--- src/rtl/pc_pkg.sv ---
// Shared operation encoding for the program counter and its controller.
package pc_pkg;

    localparam int PC_OP_W = 3;

    typedef enum logic [PC_OP_W-1:0] {
        HOLD   = 3'd0,
        INC    = 3'd1,
        SKIP   = 3'd2,
        JMP    = 3'd3,
        BRANCH = 3'd4,
        CALL   = 3'd5,
        RET    = 3'd6
    } pc_op_t;

endpackage

--- src/rtl/pc_stack.sv ---
// Return-address LIFO. Push-when-full and pop-when-empty are ignored internally;
// entries are only written on a successful push and are never cleared by a pop.
module pc_stack #(
    parameter int W       = 5,
    parameter int DEPTH   = 4,
    parameter int DEPTH_W = $clog2(DEPTH + 1)
) (
    input  logic               clk,
    input  logic               rst,
    input  logic               push,
    input  logic               pop,
    input  logic [W-1:0]       din,
    output logic [W-1:0]       dout,
    output logic [DEPTH_W-1:0] depth,
    output logic               full,
    output logic               empty
);

    localparam int IDX_W = (DEPTH > 1) ? $clog2(DEPTH) : 1;

    logic [W-1:0]       mem_q [DEPTH];
    logic [W-1:0]       mem_d [DEPTH];
    logic [DEPTH_W-1:0] depth_q, depth_d;
    logic [DEPTH_W-1:0] depth_m1;
    logic [IDX_W-1:0]   wr_idx, rd_idx;
    logic               do_push, do_pop;

    assign full  = (depth_q == DEPTH_W'(DEPTH));
    assign empty = (depth_q == '0);
    assign depth = depth_q;

    // Next free slot is indexed by depth itself; the top entry sits one below.
    assign depth_m1 = depth_q - DEPTH_W'(1);
    assign wr_idx   = depth_q[IDX_W-1:0];
    assign rd_idx   = depth_m1[IDX_W-1:0];
    assign dout     = mem_q[rd_idx];

    always_comb begin
        do_push = push && !full;
        do_pop  = pop && !push && !empty;
        mem_d   = mem_q;
        depth_d = depth_q;
        if (do_push) begin
            mem_d[wr_idx] = din;
            depth_d       = depth_q + DEPTH_W'(1);
        end else if (do_pop) begin
            depth_d = depth_m1;
        end
    end

    always_ff @(posedge clk or negedge rst) begin
        if (!rst) begin
            depth_q <= '0;
            for (int unsigned i = 0; i < DEPTH; i++) begin
                mem_q[i] <= '0;
            end
        end else begin
            depth_q <= depth_d;
            mem_q   <= mem_d;
        end
    end

endmodule

--- src/rtl/program_counter_stack.sv ---
// Program counter with skip, PC-relative branch and a hardware call/return stack
// reporting full/empty status and a sticky misuse flag.
module program_counter_stack
    import pc_pkg::*;
#(
    parameter int                ADDR_W      = 5,
    parameter int                OFF_W       = 4,
    parameter int                STACK_DEPTH = 4,
    parameter logic [ADDR_W-1:0] RESET_VEC   = '0
) (
    input  logic                               clk,
    input  logic                               rst,
    input  logic                               en,
    input  pc_op_t                             op,
    input  logic [ADDR_W-1:0]                  target,
    input  logic [OFF_W-1:0]                   offset,
    input  logic                               clr_err,
    output logic [ADDR_W-1:0]                  pc,
    output logic                               stack_full,
    output logic                               stack_empty,
    output logic [$clog2(STACK_DEPTH+1)-1:0]   depth,
    output logic                               stack_err
);

    localparam int DEPTH_W = $clog2(STACK_DEPTH + 1);

    logic [ADDR_W-1:0] pc_q, pc_d;
    logic              err_q, err_d;
    logic              err_set;
    logic              push, pop;
    logic [ADDR_W-1:0] pc_plus1, off_ext, stack_top;

    assign pc_plus1 = pc_q + ADDR_W'(1);
    assign off_ext  = ADDR_W'($signed(offset));

    pc_stack #(
        .W      (ADDR_W),
        .DEPTH  (STACK_DEPTH),
        .DEPTH_W(DEPTH_W)
    ) u_stack (
        .clk  (clk),
        .rst  (rst),
        .push (push),
        .pop  (pop),
        .din  (pc_plus1),
        .dout (stack_top),
        .depth(depth),
        .full (stack_full),
        .empty(stack_empty)
    );

    always_comb begin
        pc_d    = pc_q;
        push    = 1'b0;
        pop     = 1'b0;
        err_set = 1'b0;
        if (en) begin
            case (op)
                INC:    pc_d = pc_plus1;
                SKIP:   pc_d = pc_q + ADDR_W'(2);
                JMP:    pc_d = target;
                BRANCH: pc_d = pc_q + off_ext;
                CALL: begin
                    if (stack_full) begin
                        err_set = 1'b1;
                    end else begin
                        push = 1'b1;
                        pc_d = target;
                    end
                end
                RET: begin
                    if (stack_empty) begin
                        err_set = 1'b1;
                    end else begin
                        pop  = 1'b1;
                        pc_d = stack_top;
                    end
                end
                default: pc_d = pc_q;
            endcase
        end
        // A new error outranks a simultaneous clear; clear works even when disabled.
        if (err_set) begin
            err_d = 1'b1;
        end else if (clr_err) begin
            err_d = 1'b0;
        end else begin
            err_d = err_q;
        end
    end

    always_ff @(posedge clk or negedge rst) begin
        if (!rst) begin
            pc_q  <= RESET_VEC;
            err_q <= 1'b0;
        end else begin
            pc_q  <= pc_d;
            err_q <= err_d;
        end
    end

    assign pc        = pc_q;
    assign stack_err = err_q;

endmodule

--- config.mk ---
export PLATFORM = sky130hd
export DESIGN_NAME = program_counter_stack
export DESIGN_NICKNAME = d
export VERILOG_FILES = /design/src/rtl/pc_pkg.sv /design/src/rtl/pc_stack.sv /design/src/rtl/program_counter_stack.sv
export SDC_FILE = /design/constraint.sdc
export NUM_CORES = 1
export LEC_CHECK = 0
export ABC_AREA = 1
export BUFFER_PORTS_ARGS = -buffer_cell sky130_fd_sc_hd__buf_2
export CORE_ASPECT_RATIO = 2
export CORE_UTILIZATION = 42
export DETAILED_ROUTE_END_ITERATION = 16
export PLACE_DENSITY_LB_ADDON = 0.2
export RECOVER_POWER = 100
export REMOVE_ABC_BUFFERS = 1
export SETUP_SLACK_MARGIN = 0.5
export SYNTH_ARGS = -nofsm -noshare
export SYNTH_HDL_FRONTEND = slang
export SYNTH_SLANG_ARGS = --single-unit
--- constraint.sdc ---
create_clock -name clk -period 1.9 [get_ports clk]
set_input_delay 0.38 -clock clk [delete_from_list [all_inputs] [get_ports clk]]
set_output_delay 0.38 -clock clk [all_outputs]
set_load 0.005 [all_outputs]
# == After elaboration in Yosys (flattened, before gate mapping) ==
# Index checks and enable logic that the tools add are counted.
# totals
reg_bits,29
latch_bits,0
ram_bits,0
mem_bits_ro,0
in_bits,16
out_inout_bits,11
n_memories,0
# op_classes
addsub,5
n_mul,0
n_div,0
n_lt_le_gt_ge,3
n_eq_ne,9
shift,0
muxes,23
n_bitwise,2
n_reduce_logical,12
# ops
operator,count
case mux 5 bit (6 select lines),1
2-to-1 mux 5 bit,5
bitwise mux 20 bit,1
equality test 3 bit (second input constant),4
2-to-1 mux 1 bit,11
binary-select mux 5 bit (select 2 bit),1
demux 5 bit (select 2 bit),1
equality test 3 x 2 -> 1 bit (second input constant),2
greater-or-equal comparator 3 bit (second input constant),2
2-to-1 mux 3 bit,2
inverter 2 -> 3 bit,2
nonzero test 6 bit,1
adder 5 x 1 -> 5 bit (second input constant),1
adder 5 x 2 -> 5 bit (second input constant),1
adder 5 bit,1
logical AND 1 bit,4
!= test 2 bit (second input constant),2
AND reduction 4 bit,1
nonzero test 2 bit,2
adder 3 x 1 -> 3 bit (second input constant),1
equality test 3 x 1 -> 1 bit (second input constant),1
zero test 1 bit,3
zero test 3 bit,1
< comparator 3 x 1 -> 1 bit (second input constant),1
other kinds (2),2

# == Depth between registers and ports, before layout ==
# Gate-level depths: netlist (run 1).
# depth
word_depth,9
ltp_mapped,12
mapped_depth_nobuf,10

# == By module ==
# Synthesis (run 1) repeated with hierarchy kept, for this count alone.
# hier_totals
cells_unflattened,281
area_unflattened_um2,1970.6
# by_module_without_submodules
module,n_inst,cells_per_inst,area_per_inst_um2,seq_area_each_um2
pc_stack,1,140,1139.8,575.6
program_counter_stack,1,141,830.8,150.1

# == Worst setup path before layout (run 1) ==
# No wires, ideal clock.
# synth_path
path_kind,register -> register
startpoint,"register u_stack.depth_q[0], in the netlist u_stack.depth[0]"
endpoint,"register u_stack.depth_q[2], in the netlist u_stack.depth[2]"
setup_time_ps,122
t_arrival_ps,1618
t_required_ps,1778
slack_ps,160
stages_incl_launch_ff,11
path_buffers,1
cell_sequence,dfrtp_1 > clkbuf_2 > inv_1 > ha_1 > nand2_1 > nand2_1 > nor2_4 > nand2_2 > nand2_1 > nand2_1 > xor2_1
# synth_via
elab_chain_cells,8
# synth_lines
element,line,rtl
from (decl),pc_stack.sv:23,"logic [DEPTH_W-1:0] depth_q, depth_d;"
from (signal assigned),pc_stack.sv:58,depth_q <= depth_d;
equality test 3 bit,pc_stack.sv:28,assign full = (depth_q == DEPTH_W'(DEPTH));
2-to-1 mux 1 bit,program_counter_stack.sv:64,if (stack_full) begin
2-to-1 mux 1 bit,program_counter_stack.sv:58,case (op)
2-to-1 mux 1 bit,program_counter_stack.sv:57,if (en) begin
zero test 1 bit,pc_stack.sv:40,do_pop = pop && !push && !empty;
logical AND 1 bit (2 in series),pc_stack.sv:40,
nonzero test 2 bit (no line),n/a,
# Parallel ways exist; a longest one is shown, timed or not. The select of a mux whose other input is x is not followed.
# A chain may end at the register's enable or synchronous reset.

# == Worst setup path after layout (run 1) ==
# layout_path
startpoint,"register u_stack.depth_q[0], in the netlist u_stack.depth[0]"
endpoint,register u_stack.mem_q[18] (netlist name)
# layout_via
elab_chain_cells,6
# layout_lines
element,line,rtl
inverter 2 -> 3 bit (not written as such),pc_stack.sv:44,mem_d[wr_idx] = din;
greater-or-equal comparator 3 bit (not written as such) or < comparator 3 x 1 -> 1 bit (tied branches),pc_stack.sv:44,
logical AND 1 bit (not written as such),pc_stack.sv:44,
2-to-1 mux 5 bit (not written as such),pc_stack.sv:44,
demux 5 bit (select 2 bit),pc_stack.sv:44,
bitwise mux 20 bit,pc_stack.sv:44,
to (signal assigned),pc_stack.sv:59,mem_q <= mem_d;
to (decl),pc_stack.sv:21,logic [W-1:0] mem_q [DEPTH];
# Parallel ways exist; a longest one is shown, timed or not.

==> results of run 1 <==
[synthesized netlist by cell type, drive strengths merged (2+ instances only)]
cell	number
nand3	15
a21oi	7
buf	3
o211ai	3
nor2	33
dfrtp	29
nand3b	2
ha	11
nand2	86
inv	35
o21ai	31
xor2	7
[per-layer routing]
layer | part of all wire, % | vias up | track usage (%)
met3 | 1.8 | 11 | 2.82
li1 | - | 940 | -
met4 | 2.7 | 0 | 11.6
met1 | 38 | 857 | 23.4
met5 | 0 | - | 0
met2 | 58 | 36 | 42.1
[cells by family (layout without fill, tap and decap cells)]
family | after synthesis | count (layout) | share of synthesized area, %
AND/OR/NAND/NOR | 139 | 139 | 30.5
AO/OA/AOI/OAI | 42 | 42 | 11.5
buffers and inverters | 39 | 88 | 8.35
XOR/XNOR | 8 | 8 | 3.65
flip-flops | 29 | 29 | 37.8
adder cells (fa/ha/maj) | 12 | 12 | 8.22
[path summary, 6_finish.rpt]
| path | start | to | cells past startpoint |
|---|---|---|---|
| min reg2reg | u_stack.mem_q[5] | u_stack.mem_q[5] | 2 |
| max reg2reg | u_stack.depth[0] | u_stack.mem_q[18] | 9 |
| min | rst | u_stack.depth[0] | 1 |
| max | u_stack.depth[0] | u_stack.mem_q[18] | 9 |
| min in group clk | clr_err | stack_err | 2 |
| max in group asynchronous | rst | pc[2] | 1 |
[cell type report]
class / instances / area (um2)
Fill cell: 446 / 1940
Multi-Input combinational cell: 201 / 1130
Sequential cell: 29 / 727
Timing Repair Buffer: 46 / 285
Inverter: 35 / 141
Clock buffer: 7 / 86.3
Tap cell: 54 / 67.6
[report_power, final]
part,switching (mW),leakage [nW],total (mW),internal (mW)
Combinational,1.12,0.881,1.94,0.819
Clock,0.225,0.0443,0.511,0.287
Sequential,0.164,0.367,1.03,0.871
Total,1.50,1.29,3.48,1.98
[through the flow]
step           hold slack, ns  utilization (%)
2_1_floorplan          0.0844                -
3_3_place_gp            0.443             49.2
3_5_place_dp            0.454             49.2
4_1_cts                 0.153             54.5
5_1_grt                 0.176             55.7
6_report                0.118             55.7
[state kept, by name (all words and copies together), names as in the netlist]
name	cells
stack_err	1
u_stack.depth	3
pc	5
u_stack.mem_q	20
[worst max-delay path, delay by kind of cell, from the launching register on]
kind | cells | cell delay (ns)
and+or+nand+nor | 5 | 0.64
DFF | 1 | 0.34
buffers and inverters | 2 | 0.19
adders and majority gates | 1 | 0.19
AOI/OAI and AO/OA | 1 | 0.09
[what timing repair did]
action	in CTS	in global routing
setup buffers	7	3
resized for setup	31	45
gates cloned	1	0
setup endpoints to repair	30	32
pin swaps	7	20
==> results.yml, run 1 <==
global_route:
  track_usage_pct: 22.6
  first_global_vias: 1763
  grt_pass1_wl_mm: 8.24
  grt_max_degree: 30
  antenna_found_initial: 0
  grt_overflow: 0
clocking:
  tritoncts: "yes"
  cts_root_buffer: "clkbuf_8"
  cts_buffers: 5
  clkLatencyLatePin_ns: 0.28
  cts.path.max_buffers: 2
  holdBufCountCts: 0
  path_clk_slew_ns: 0.06
  cts_sinks: 29
  cts.htree.levels: 2
worst_setup_path:
  critical_path_required_ns: 2.04
  crit_chain: "inv_1 -> ha_4 -> nand2_4 -> nand2_2 -> nor2_4 -> clkbuf_1 -> nand2_1 -> nand2_1 -> o21ai_0"
  slowest_stage: "dfrtp_1"
  cp-start-kind: "register"
  crit_fanout: 7
  critPathCaptureType: "register"
  worstPathArrival_ns: 1.74
  ff2ff_setup_slack_ns: 0.30
  cpPeakStageDelay_ns: 0.34
  critPathKind: "register to register"
  critical_path.most_common_cell: "nand2_1"
sta:
  fin_skew_ns: 0.00649
  relSlewSlack_pct: 56.9
  hold_viol: 0
  fin_crit_sh_pct: 84.2
  worst_pin_slew_ns: 0.646
  rsz0062_at_grt: "true"
  worst_slack_ns: 0.301
  drv_slew: 0
  setup-tns-final_ns: 0
  min_period_ns: 1.60
  fmax_mhz: 625
  finalSetupViolCount: 0
logic_synthesis:
  syn-instance-count: 269
  async_flop_share_pct: 100
  yosysTopAreaCellShare_pct: 37.8
  yosys.cell_types.count: 27
  synth_edf_count: 0
  synth.area.top_cells: "dfrtp_1, nand2_1, o21ai_0"
  synth_largest_area_cell: "dfrtp_1"
  syn_area_um2: 1920
  ys_seq_elements: 29
  syn_avg_cell_area_um2: 7.13
  ys_seq_area_share_pct: 37.8
  synth_flop_cell: "dfrtp_1"
  yosysWarnings: 0
placement:
  io_buffers: 26
  dp_hpwl_mm: 3.74
  place_area_um2: 2150
  place.gp.congestion: 0.878
  dp_cells: 354
  place_ws_ns: 0.218
floorplan:
  die_w_um: 49.8
  initial_core_util_pct: 43.8
  num_rows: 34
  die_height_um: 97.6
  core_area_um2: 4380
  io_pins: 27
  fp.dieArea_um2: 4860
pwr:
  p_per_area_nw_per_um2: 1430
  p_leak_nw: 1.29
  peakVddDrop_mv: 0.728
  power_mw: 3.48
drt:
  dr.pass1.iters: 6
  vias_per_cell: 4.96
  vias: 1844
  first_iter_violations: 34
  wirelength_mm: 5.07
  detail_route.wl_per_cell_um: 13.6
  drtAntennaViolNets: 0
  drc_errors: 0
cells_and_area:
  area_delta_synth_final_pct: 27.2
  final_cells: 372
  final_common_cell: "nand2_1"
  antenna_cells: 0
  nNetsFinal: 346
  final_cell_area_um2: 2440
  layout_common_cells: "nand2_1, nor2_1, inv_1, dfrtp_1, buf_2"
  drive_gt1_share_pct: 24.2
run:
  drv_cap: 0
run_status:
  status: "completed"
hold_path:
  hold_class: "primary input to async pin"
(Power assumes the default switching activity.)
==> run 2, diff against run 1 <==
==> constraint.sdc (replaced) <==
create_clock -name clk -period 1.3 [get_ports clk]
set_input_delay 0.26 -clock clk [delete_from_list [all_inputs] [get_ports clk]]
set_output_delay 0.26 -clock clk [all_outputs]
set_load 0.005 [all_outputs]
==> results.yml, run 2 (synthesis results as in run 1) <==
sta:
  fin_skew_ns: 0.0105
  worst_slack_ns: -0.217
  whs_ns: 0.0228
  worst_pin_slew_ns: 0.765
  rsz0062_at_grt: "true"
  drv_slew: 0
  setup-tns-final_ns: -5.29
  fmax_mhz: 659
  hold_viol: 0
  finalSetupViolCount: 32
  min_period_ns: 1.52
  relSlewSlack_pct: 49.0
  fin_crit_sh_pct: 117
global_route:
  grt_max_degree: 19
  grt_pass1_wl_mm: 9.06
  first_global_vias: 2069
  track_usage_pct: 24.2
  grt_overflow: 0
  antenna_found_initial: 0
worst_setup_path:
  critical_path_required_ns: 1.04
  r2r_cells: 9
  ff2ff_setup_slack_ns: -0.21
  critPathKind: "register to output port"
  critPathCaptureType: "output port"
  crit_fanout: 3
  cp-start-kind: "register"
  worstPathArrival_ns: 1.26
drt:
  vias: 1983
  drtAntennaViolNets: 0
  detail_route.wl_per_cell_um: 14.0
  wirelength_mm: 5.58
  first_iter_violations: 43
  vias_per_cell: 4.98
  drc_errors: 0
  dr.pass1.iters: 4
floorplan:
  fp.dieArea_um2: 4860
  die_w_um: 49.8
  io_pins: 27
  die_height_um: 97.6
  initial_core_util_pct: 43.8
  num_rows: 34
  core_area_um2: 4380
cells_and_area:
  layout_common_cells: "nand2_1, dfrtp_1, nor2_1, inv_1, nand2_2"
  largest_reg_flops: 20
  area_delta_synth_final_pct: 54.9
  drive_gt1_share_pct: 43.0
  max_flop_register: "u_stack.mem_q"
  antenna_cells: 0
  fill_cells: 365
  final_common_cell: "nand2_1"
  nNetsFinal: 371
placement:
  io_buffers: 26
  place.gp.congestion: 0.841
  dp_hpwl_mm: 3.76
clocking:
  path_clk_slew_ns: 0.07
  cts_sinks: 29
  cts.path.max_buffers: 2
  tritoncts: "yes"
  cts.htree.levels: 2
  cts_buffers: 5
  cts_root_buffer: "clkbuf_8"
  clkLatencyLatePin_ns: 0.28
run_status:
  status: "complete, but fails checks"
  violations: "setup timing"
pwr:
  peakVddDrop_mv: 1.14
  p_leak_nw: 1.52
  p_per_area_nw_per_um2: 2110
run:
  drv_cap: 0
hold_path:
  hold_class: "primary input to async pin"
==> run 2: cell count changes in the layout (fill, tap and decap cells not counted), sizes merged <==
cell    previous run  this run
clkbuf            15        12
inv               35        34
bufinv             0         1
nand2             86        87
clkinv             0         1
buf               38        65
==> run 2: stage by stage <==
step           setup slack, ns  cells  power, mW  area [um2]  utilization, %
3_5_place_dp            -0.282    372       4.00        2310            52.8
6_report                -0.217    398       6.27        2970            67.8
3_3_place_gp            -0.264    372       3.98        2310            52.8
5_1_grt                 -0.301    398       6.72        2970            67.8
4_1_cts                 -0.212    389       5.73        2740            62.4
2_1_floorplan           -0.616    265       2.93        1890               -
==> run 2: layer usage <==
| metal | wire (um) | global-route usage, % | part of all wire [%] |
|---|---|---|---|
| met2 | 3240 | 45.1 | 58 |
| met5 | 0 | 0 | 0 |
| met3 | 120 | 2.66 | 2.2 |
| met4 | 194 | 12.5 | 3.5 |
| met1 | 2030 | 25.1 | 36 |
==> run 2: final cells by class <==
| type | instances | area, um2 | share of cell area, % |
|---|---|---|---|
| Multi-Input combinational cell | 202 | 1340 | 45.1 |
| Clock buffer | 7 | 86.3 | 2.91 |
| Sequential cell | 29 | 726 | 24.4 |
| Tap cell | 54 | 67.6 | 2.27 |
| Inverter | 35 | 149 | 5.01 |
| Clock inverter | 1 | 30.0 | 1.01 |
| Timing Repair Buffer | 70 | 574 | 19.3 |
==> run 2: where the power goes <==
part / internal, mW / switching (mW)
Combinational: 1.78 / 1.96
Clock: 0.625 / 0.357
Sequential: 1.27 / 0.274
Total: 3.68 / 2.59
==> run 2: worst paths after layout <==
kind,from,endpoint
min reg2reg,u_stack.mem_q[2],u_stack.mem_q[2]
min in group clk,clr_err,stack_err
max,u_stack.depth[0],stack_full
min,rst,u_stack.depth[2]
max reg2reg,pc[0],pc[2]
max in group asynchronous,rst,u_stack.mem_q[6]
==> run 2: critical path, cell delays in order (launching register included) <==
cell	delay [ns]
dfrtp_1	0.40
inv_2	0.09
ha_4	0.18
nand2_4	0.07
buf_6	0.13
inv_4	0.04
buf_6	0.08
==> run 2: timing repair <==
action	4_1_cts	5_1_grt
hold endpoints to repair	11	11
pin swaps	24	17
setup endpoints to repair	40	40
gates resized for setup	82	58
cloned	0	2
setup buffers	9	7
